===== src/rtl/unidade_controle.sv =====
// Game control unit: Moore FSM sequencing rounds, plays and
// end-of-game outcomes for the memory-sequence datapath.
module unidade_controle (
    input  logic       clock,
    input  logic       reset,
    input  logic       iniciar,
    input  logic       jogada_feita,
    input  logic       igual,
    input  logic       fimRodada,
    input  logic       fimTotal,
    input  logic       fimT,
    output logic       zeraC,
    output logic       contaC,
    output logic       zeraCL,
    output logic       contaCL,
    output logic       zeraR,
    output logic       registraR,
    output logic       conta,
    output logic       pronto,
    output logic       acertou,
    output logic       errou,
    output logic       timeout,
    output logic [3:0] db_estado
);

    typedef enum logic [3:0] {
        INICIAL        = 4'h0,
        PREPARACAO     = 4'h1,
        INICIO_RODADA  = 4'h2,
        ESPERA_JOGADA  = 4'h3,
        REGISTRA       = 4'h4,
        COMPARACAO     = 4'h5,
        PROXIMA_JOGADA = 4'h6,
        PROXIMA_RODADA = 4'h7,
        FIM_ACERTOU    = 4'hA,
        FIM_TIMEOUT    = 4'hD,
        FIM_ERROU      = 4'hE
    } estado_t;

    logic [3:0] estado_q;
    logic [3:0] estado_d;

    always_ff @(posedge clock or posedge reset) begin
        if (reset) begin
            estado_q <= INICIAL;
        end else begin
            estado_q <= estado_d;
        end
    end

    // Unused codes fall through the default and recover to INICIAL.
    always_comb begin
        estado_d = INICIAL;
        case (estado_q)
            INICIAL:        estado_d = iniciar ? PREPARACAO : INICIAL;
            PREPARACAO:     estado_d = INICIO_RODADA;
            INICIO_RODADA:  estado_d = ESPERA_JOGADA;
            ESPERA_JOGADA: begin
                if (jogada_feita)
                    estado_d = REGISTRA;
                else if (fimT)
                    estado_d = FIM_TIMEOUT;
                else
                    estado_d = ESPERA_JOGADA;
            end
            REGISTRA:       estado_d = COMPARACAO;
            COMPARACAO: begin
                if (!igual)
                    estado_d = FIM_ERROU;
                else if (!fimRodada)
                    estado_d = PROXIMA_JOGADA;
                else if (!fimTotal)
                    estado_d = PROXIMA_RODADA;
                else
                    estado_d = FIM_ACERTOU;
            end
            PROXIMA_JOGADA: estado_d = ESPERA_JOGADA;
            PROXIMA_RODADA: estado_d = INICIO_RODADA;
            FIM_ACERTOU:    estado_d = iniciar ? PREPARACAO : FIM_ACERTOU;
            FIM_TIMEOUT:    estado_d = iniciar ? PREPARACAO : FIM_TIMEOUT;
            FIM_ERROU:      estado_d = iniciar ? PREPARACAO : FIM_ERROU;
            default:        estado_d = INICIAL;
        endcase
    end

    always_comb begin
        zeraC     = 1'b0;
        contaC    = 1'b0;
        zeraCL    = 1'b0;
        contaCL   = 1'b0;
        zeraR     = 1'b0;
        registraR = 1'b0;
        conta     = 1'b0;
        pronto    = 1'b0;
        acertou   = 1'b0;
        errou     = 1'b0;
        timeout   = 1'b0;
        case (estado_q)
            PREPARACAO: begin
                zeraC  = 1'b1;
                zeraCL = 1'b1;
                zeraR  = 1'b1;
            end
            INICIO_RODADA: begin
                zeraC = 1'b1;
                zeraR = 1'b1;
            end
            ESPERA_JOGADA:  conta     = 1'b1;
            REGISTRA:       registraR = 1'b1;
            PROXIMA_JOGADA: contaC    = 1'b1;
            PROXIMA_RODADA: contaCL   = 1'b1;
            FIM_ACERTOU: begin
                pronto  = 1'b1;
                acertou = 1'b1;
            end
            FIM_TIMEOUT: begin
                pronto  = 1'b1;
                timeout = 1'b1;
            end
            FIM_ERROU: begin
                pronto = 1'b1;
                errou  = 1'b1;
            end
            default: ;
        endcase
    end

    assign db_estado = estado_q;

endmodule


===== config.mk =====
export PLATFORM = sky130hd
export DESIGN_NAME = unidade_controle
export DESIGN_NICKNAME = d
export VERILOG_FILES = /design/src/rtl/unidade_controle.sv
export SDC_FILE = /design/constraint.sdc
export NUM_CORES = 1
export LEC_CHECK = 0
export ABC_AREA = 0
export BUFFER_PORTS_ARGS = -buffer_cell sky130_fd_sc_hd__buf_4
export CORE_AREA = 3 3 40 42
export CTS_CLUSTER_SIZE = 25
export DETAILED_ROUTE_END_ITERATION = 7
export DIE_AREA = 0 0 43 45
export GPL_TIMING_DRIVEN = 0
export SLEW_MARGIN = 25
export SYNTH_ARGS = -nofsm -noshare
export SYNTH_HDL_FRONTEND = slang
export SYNTH_SLANG_ARGS = --single-unit

===== constraint.sdc =====
create_clock -name clock -period 1.58 [get_ports clock]
set_clock_uncertainty 0.05 [all_clocks]
set_input_delay 0.079 -clock clock [delete_from_list [all_inputs] [get_ports clock]]
set_output_delay 0.079 -clock clock [all_outputs]
set_load 0.005 [all_outputs]

==> flow_summary.toml, run 1 <==
[critical_path]
critPathKind = "flop to output pin"
crit_path_start_kind = "flop"
crit_chain = "buf_4 -> xnor2_1 -> nor3_2 -> buf_4 -> buf_4"
cp.arrival_ns = 1.35
required_ns = 1.45
crit_path_max_fanout = 10
crit_slowest_cell = "dfrtp_1"
cp-end-kind = "output pin"
path_common_cell = "buf_4"
crit_path_max_incr_delay_ns = 0.39

[clocking]
cts_tree = "built"
root_buffer = "clkbuf_4"
cts_sinks = 4
clk_latency_ns = 0.24
clockBufferDepth = 2
path_clk_slew_ns = 0.04
cts_made_buffers = 3
cts_htree_levels = 1

[floorplanning]
die_w_um = 43
num_io_pins = 23
fp.dieH_um = 45
die_area_mm2 = 0.001935
initial_core_util = 0.3145
row_count = 13
core_mm2 = 0.001285

[timing]
grt_setup_unrepaired = "no"
final-hold-violation-count = 0
period_needed_ns = 1.483
slew_headroom = 0.7393
worstMarginPinSlew_ns = 0.3874
slew_viol_final = 0
final.setup.tns_ns = 0
max_freq_ghz = 0.6741
setup_viol = 0
layout_setup_ws_ns = 0.09656
fin_crit_sh = 0.9389

[place]
gp_congestion = 0.8008
hpwl_um = 875.1
dp_cells = 89
io_buffer_count = 22
pre_cts_ws_ns = 0.2444

[power]
ir_worst_vdd_mv = 0.6453
p_total_w = 0.001188
power-per-cell-area_mw_per_mm2 = 1899
leakagePower_nw = 0.3013

[global_routing]
track_usage = 0.1277
grt_pass1_wl_um = 1883
overflow = 0
first_global_vias = 451
grt_max_degree = 11
antenna_found_initial = 0

[synthesis]
ys_warn_count = 0
ys_ff_latch = 4
netlist_area_um2 = 404.1
yosysUniqueCellTypes = 30
synth_area_per_cell_um2 = 7.772
ys_seq_area_frac = 0.2477
synth-edff-count = 0
synth_ff_type = "dfrtp_1"
syn-num-nets = 60
netlist_instances = 52
synthArstFlopShare = 1.000

[layout]
layout_commonest_cell = "buf_4"
mostFrequentLayoutCells = "buf_4 (25), nor3_1 (6), nor2_1 (5)"
largest_reg_flops = 4
final_net_count = 88
area_delta_synth_final_pct = 54.80
instances_no_fill = 93
diodes = 0
drive_gt1_frac = 0.4487

[detailed_routing]
routedWlPerCell_um = 12.29
viasPerCell = 5.043
ant_nets = 0
drc = 0
drt_wl_total_um = 1143
num_vias = 469
drt-pass1-iter-count = 4
drt_iter0_markers = 4

[status]
status = "finished clean"

[hold_path]
hold_class = "input pin to flop"

[run]
max_cap_viol_count = 0
[path summary, 6_finish.rpt]
path | startpoint | endpoint | slack [ns] | cells past startpoint
setup / recovery | db_estado[1]$_DFF_PP0_ | zeraR | 0.1 | 5
hold / removal | fimT | db_estado[3]$_DFF_PP0_ | 0.07 | 2
setup reg to reg | db_estado[2]$_DFF_PP0_ | db_estado[0]$_DFF_PP0_ | 0.24 | 4
hold reg to reg | db_estado[0]$_DFF_PP0_ | db_estado[0]$_DFF_PP0_ | 0.65 | 2
max in group asynchronous | reset | db_estado[2]$_DFF_PP0_ | 1.09 | 3
min in group asynchronous | reset | db_estado[3]$_DFF_PP0_ | 0.24 | 3
[cells in the mapped netlist, drive strengths merged (2+ instances only)]
cell type,number,share of area
a21oi,4,0.077
buf,5,0.096
dfrtp,4,0.25
inv,4,0.037
nand2,5,0.053
nor2,5,0.046
nor3,7,0.087
o21ai,2,0.025
[through the flow]
step           area, um2  hold slack, ns  utilization
3_3_place_gp       588.1        -0.07676       0.4576
5_1_grt            625.6         0.07325       0.4869
4_1_cts            620.6         0.06820       0.4830
2_1_floorplan      404.1         -0.2049            -
3_5_place_dp       588.1        -0.07292       0.4576
6_report           625.6         0.07058       0.4869
[report_power, final]
part / internal (W) / switching (W)
combinational: 0.000463 / 0.000399
clock: 0.0000853 / 0.0000462
sequential: 0.000149 / 0.0000449
total: 0.000698 / 0.000490
[worst max-delay path, delay by kind of cell (launching register included)]
| kind | cells | cell delay, ns |
|---|---|---|
| buffers and inverters | 3 | 0.43 |
| AND/OR/NAND/NOR | 1 | 0.07 |
| flip-flops | 1 | 0.39 |
| XOR/XNOR | 1 | 0.24 |
[layer usage]
metal  wire length [um]  GRT usage
met1                528     0.1772
met4                  0    0.03614
met2                535     0.2036
met5                  0          0
met3                 79    0.02390
[kinds of logic (layout without fill, tap and decap cells)]
kind of cell | after synthesis | after routing | share of synthesized area
AND/OR/NAND/NOR | 23 | 23 | 0.3065
AO/OA/AOI/OAI | 15 | 15 | 0.2910
buffers and inverters | 9 | 35 | 0.1331
flip-flops | 4 | 4 | 0.2477
XOR/XNOR | 1 | 1 | 0.02168
[layout make-up]
class	instances	area, um2
plain buffers	5	38.79
clock buffers	3	22.52
fillers	135	659.4
inverters	4	15.01
multi-input cells	39	255.2
flip-flops and latches	4	100.1
well taps	15	18.77
repair buffers	23	175.2
[what timing repair did]
item,in CTS,in global routing
endpoints found under the setup margin,0,1
gates resized for setup,0,1
hold buffers,1,0
setup buffers,0,0
endpoints found under the hold margin,4,0
Note: power is estimated with default switching activity, not from simulation.
==> run 2, diff against run 1 <==
PLACE_DENSITY = 0.61   (was default)
==> flow_summary.toml, run 2 (synthesized netlist as in run 1, its figures left out) <==
[status]
status = "finished clean"

[floorplanning]
core_mm2 = 0.001285
initial_core_util = 0.3145
die_area_mm2 = 0.001935
row_count = 13
num_io_pins = 23
fp.dieH_um = 45
die_w_um = 43

[critical_path]
endpoint = "acertou"
cp-end-kind = "output pin"
crit_path_start_kind = "flop"
r2r_start = "db_estado[2]$_DFF_PP0_"
r2r-end = "db_estado[0]$_DFF_PP0_"
cp.arrival_ns = 1.34
ff2ff_path_depth = 4
required_ns = 1.45
startpoint = "db_estado[0]$_DFF_PP0_"
critPathKind = "flop to output pin"
r2r_slack_ns = 0.25
crit_path_max_fanout = 10

[place]
io_buffer_count = 22
gp_congestion = 0.7866
hpwl_um = 905.9

[timing]
final-hold-violation-count = 0
slew_viol_final = 0
setup_viol = 0
max_freq_ghz = 0.6805
slew_headroom = 0.7342
final.setup.tns_ns = 0
fin_crit_sh = 0.9300
worstMarginPinSlew_ns = 0.3951
grt_setup_unrepaired = "no"
period_needed_ns = 1.469

[global_routing]
track_usage = 0.1294
first_global_vias = 422
grt_pass1_wl_um = 1856
overflow = 0
grt_max_degree = 11
antenna_found_initial = 0

[detailed_routing]
drt-pass1-iter-count = 4
drc = 0
viasPerCell = 5.054
wl_met2_um = 546
routedWlPerCell_um = 12.54
num_vias = 470
top_layer_used = "met3"
drt_iter0_markers = 9
ant_nets = 0
met3_length_um = 94
drt_wl_total_um = 1166
wl_met1_um = 524

[hold_path]
hold_class = "input pin to flop"

[layout]
largest_reg_flops = 4
final_util = 0.4927
mostFrequentLayoutCells = "buf_4 (25), nor3_1 (6), nor2_1 (5)"
final_net_count = 88
diodes = 0
area_delta_synth_final_pct = 56.66
layout_commonest_cell = "buf_4"
drive_gt1_frac = 0.4615

[clocking]
clockBufferDepth = 2
clk_latency_ns = 0.24
cts_tree = "built"
cts_htree_levels = 1
cts_made_buffers = 3
cts_sinks = 4
post_cts_buffers = 0
path_clk_slew_ns = 0.04
root_buffer = "clkbuf_4"

[power]
power-per-cell-area_mw_per_mm2 = 1922
ir_worst_vdd_mv = 0.6773
leakagePower_nw = 0.3070

[run]
max_cap_viol_count = 0
## run 2: metal layers
| layer | vias to the layer above | GRT usage |
|---|---|---|
| li1 | 244 | - |
| met1 | 207 | 0.1650 |
| met2 | 19 | 0.2126 |
| met3 | 0 | 0.05179 |
| met4 | 0 | 0.01807 |
| met5 | - | 0 |
## run 2: area by class of cell
type | instances | area, um2
buffer | 5 | 38.79
clock buffer | 3 | 22.52
fill | 142 | 651.9
inverter | 4 | 15.01
multi-input combinational | 39 | 262.8
sequential | 4 | 100.1
tap | 15 | 18.77
timing repair buffer | 23 | 175.2
## run 2: critical path: stages (launching register included)
cell and delay, ns:
dfrtp_1 0.39, buf_6 0.15, or2b_4 0.28, nor3_1 0.14, buf_4 0.14
## run 2: how the worst min path moves through the flow
stage | start | endpoint | depth (start not counted)
2_1_floorplan | reset | db_estado[0]$_DFF_PP0_ | 1
3_3_place_gp | reset | db_estado[2]$_DFF_PP0_ | 2
3_5_place_dp | reset | db_estado[2]$_DFF_PP0_ | 2
4_1_cts | fimT | db_estado[3]$_DFF_PP0_ | 2
5_1_grt | fimT | db_estado[3]$_DFF_PP0_ | 2
6_report | fimT | db_estado[3]$_DFF_PP0_ | 2
## run 2: report_power, final
| part | leakage, nW | total (W) | internal (W) | switching [W] |
|---|---|---|---|---|
| sequential | 0.0495 | 0.000192 | 0.000150 | 0.0000420 |
| combinational | 0.244 | 0.000896 | 0.000478 | 0.000417 |
| clock | 0.0138 | 0.000129 | 0.0000851 | 0.0000442 |
## run 2: timing repair
item                                    in CTS  in global routing
endpoints found under the setup margin       0                  1
hold endpoints to repair                     4                  0
gates resized for setup                      0                  2
hold buffers                                 1                  0
## run 2: metrics by stage
stage               total power, W  setup WS (ns)  cell area (um2)  hold WS, ns  std cells
finish                    0.001217         0.1106            633.1      0.06018         93
global route              0.001325        0.02172            633.1      0.05709         93
CTS                       0.001193        0.06191            620.6      0.05575         93
detailed placement        0.001056         0.2501            588.1     -0.07454         89
global placement          0.001050         0.2767            588.1     -0.07635         89
floorplan                0.0007265         0.3819            404.1      -0.2049         52
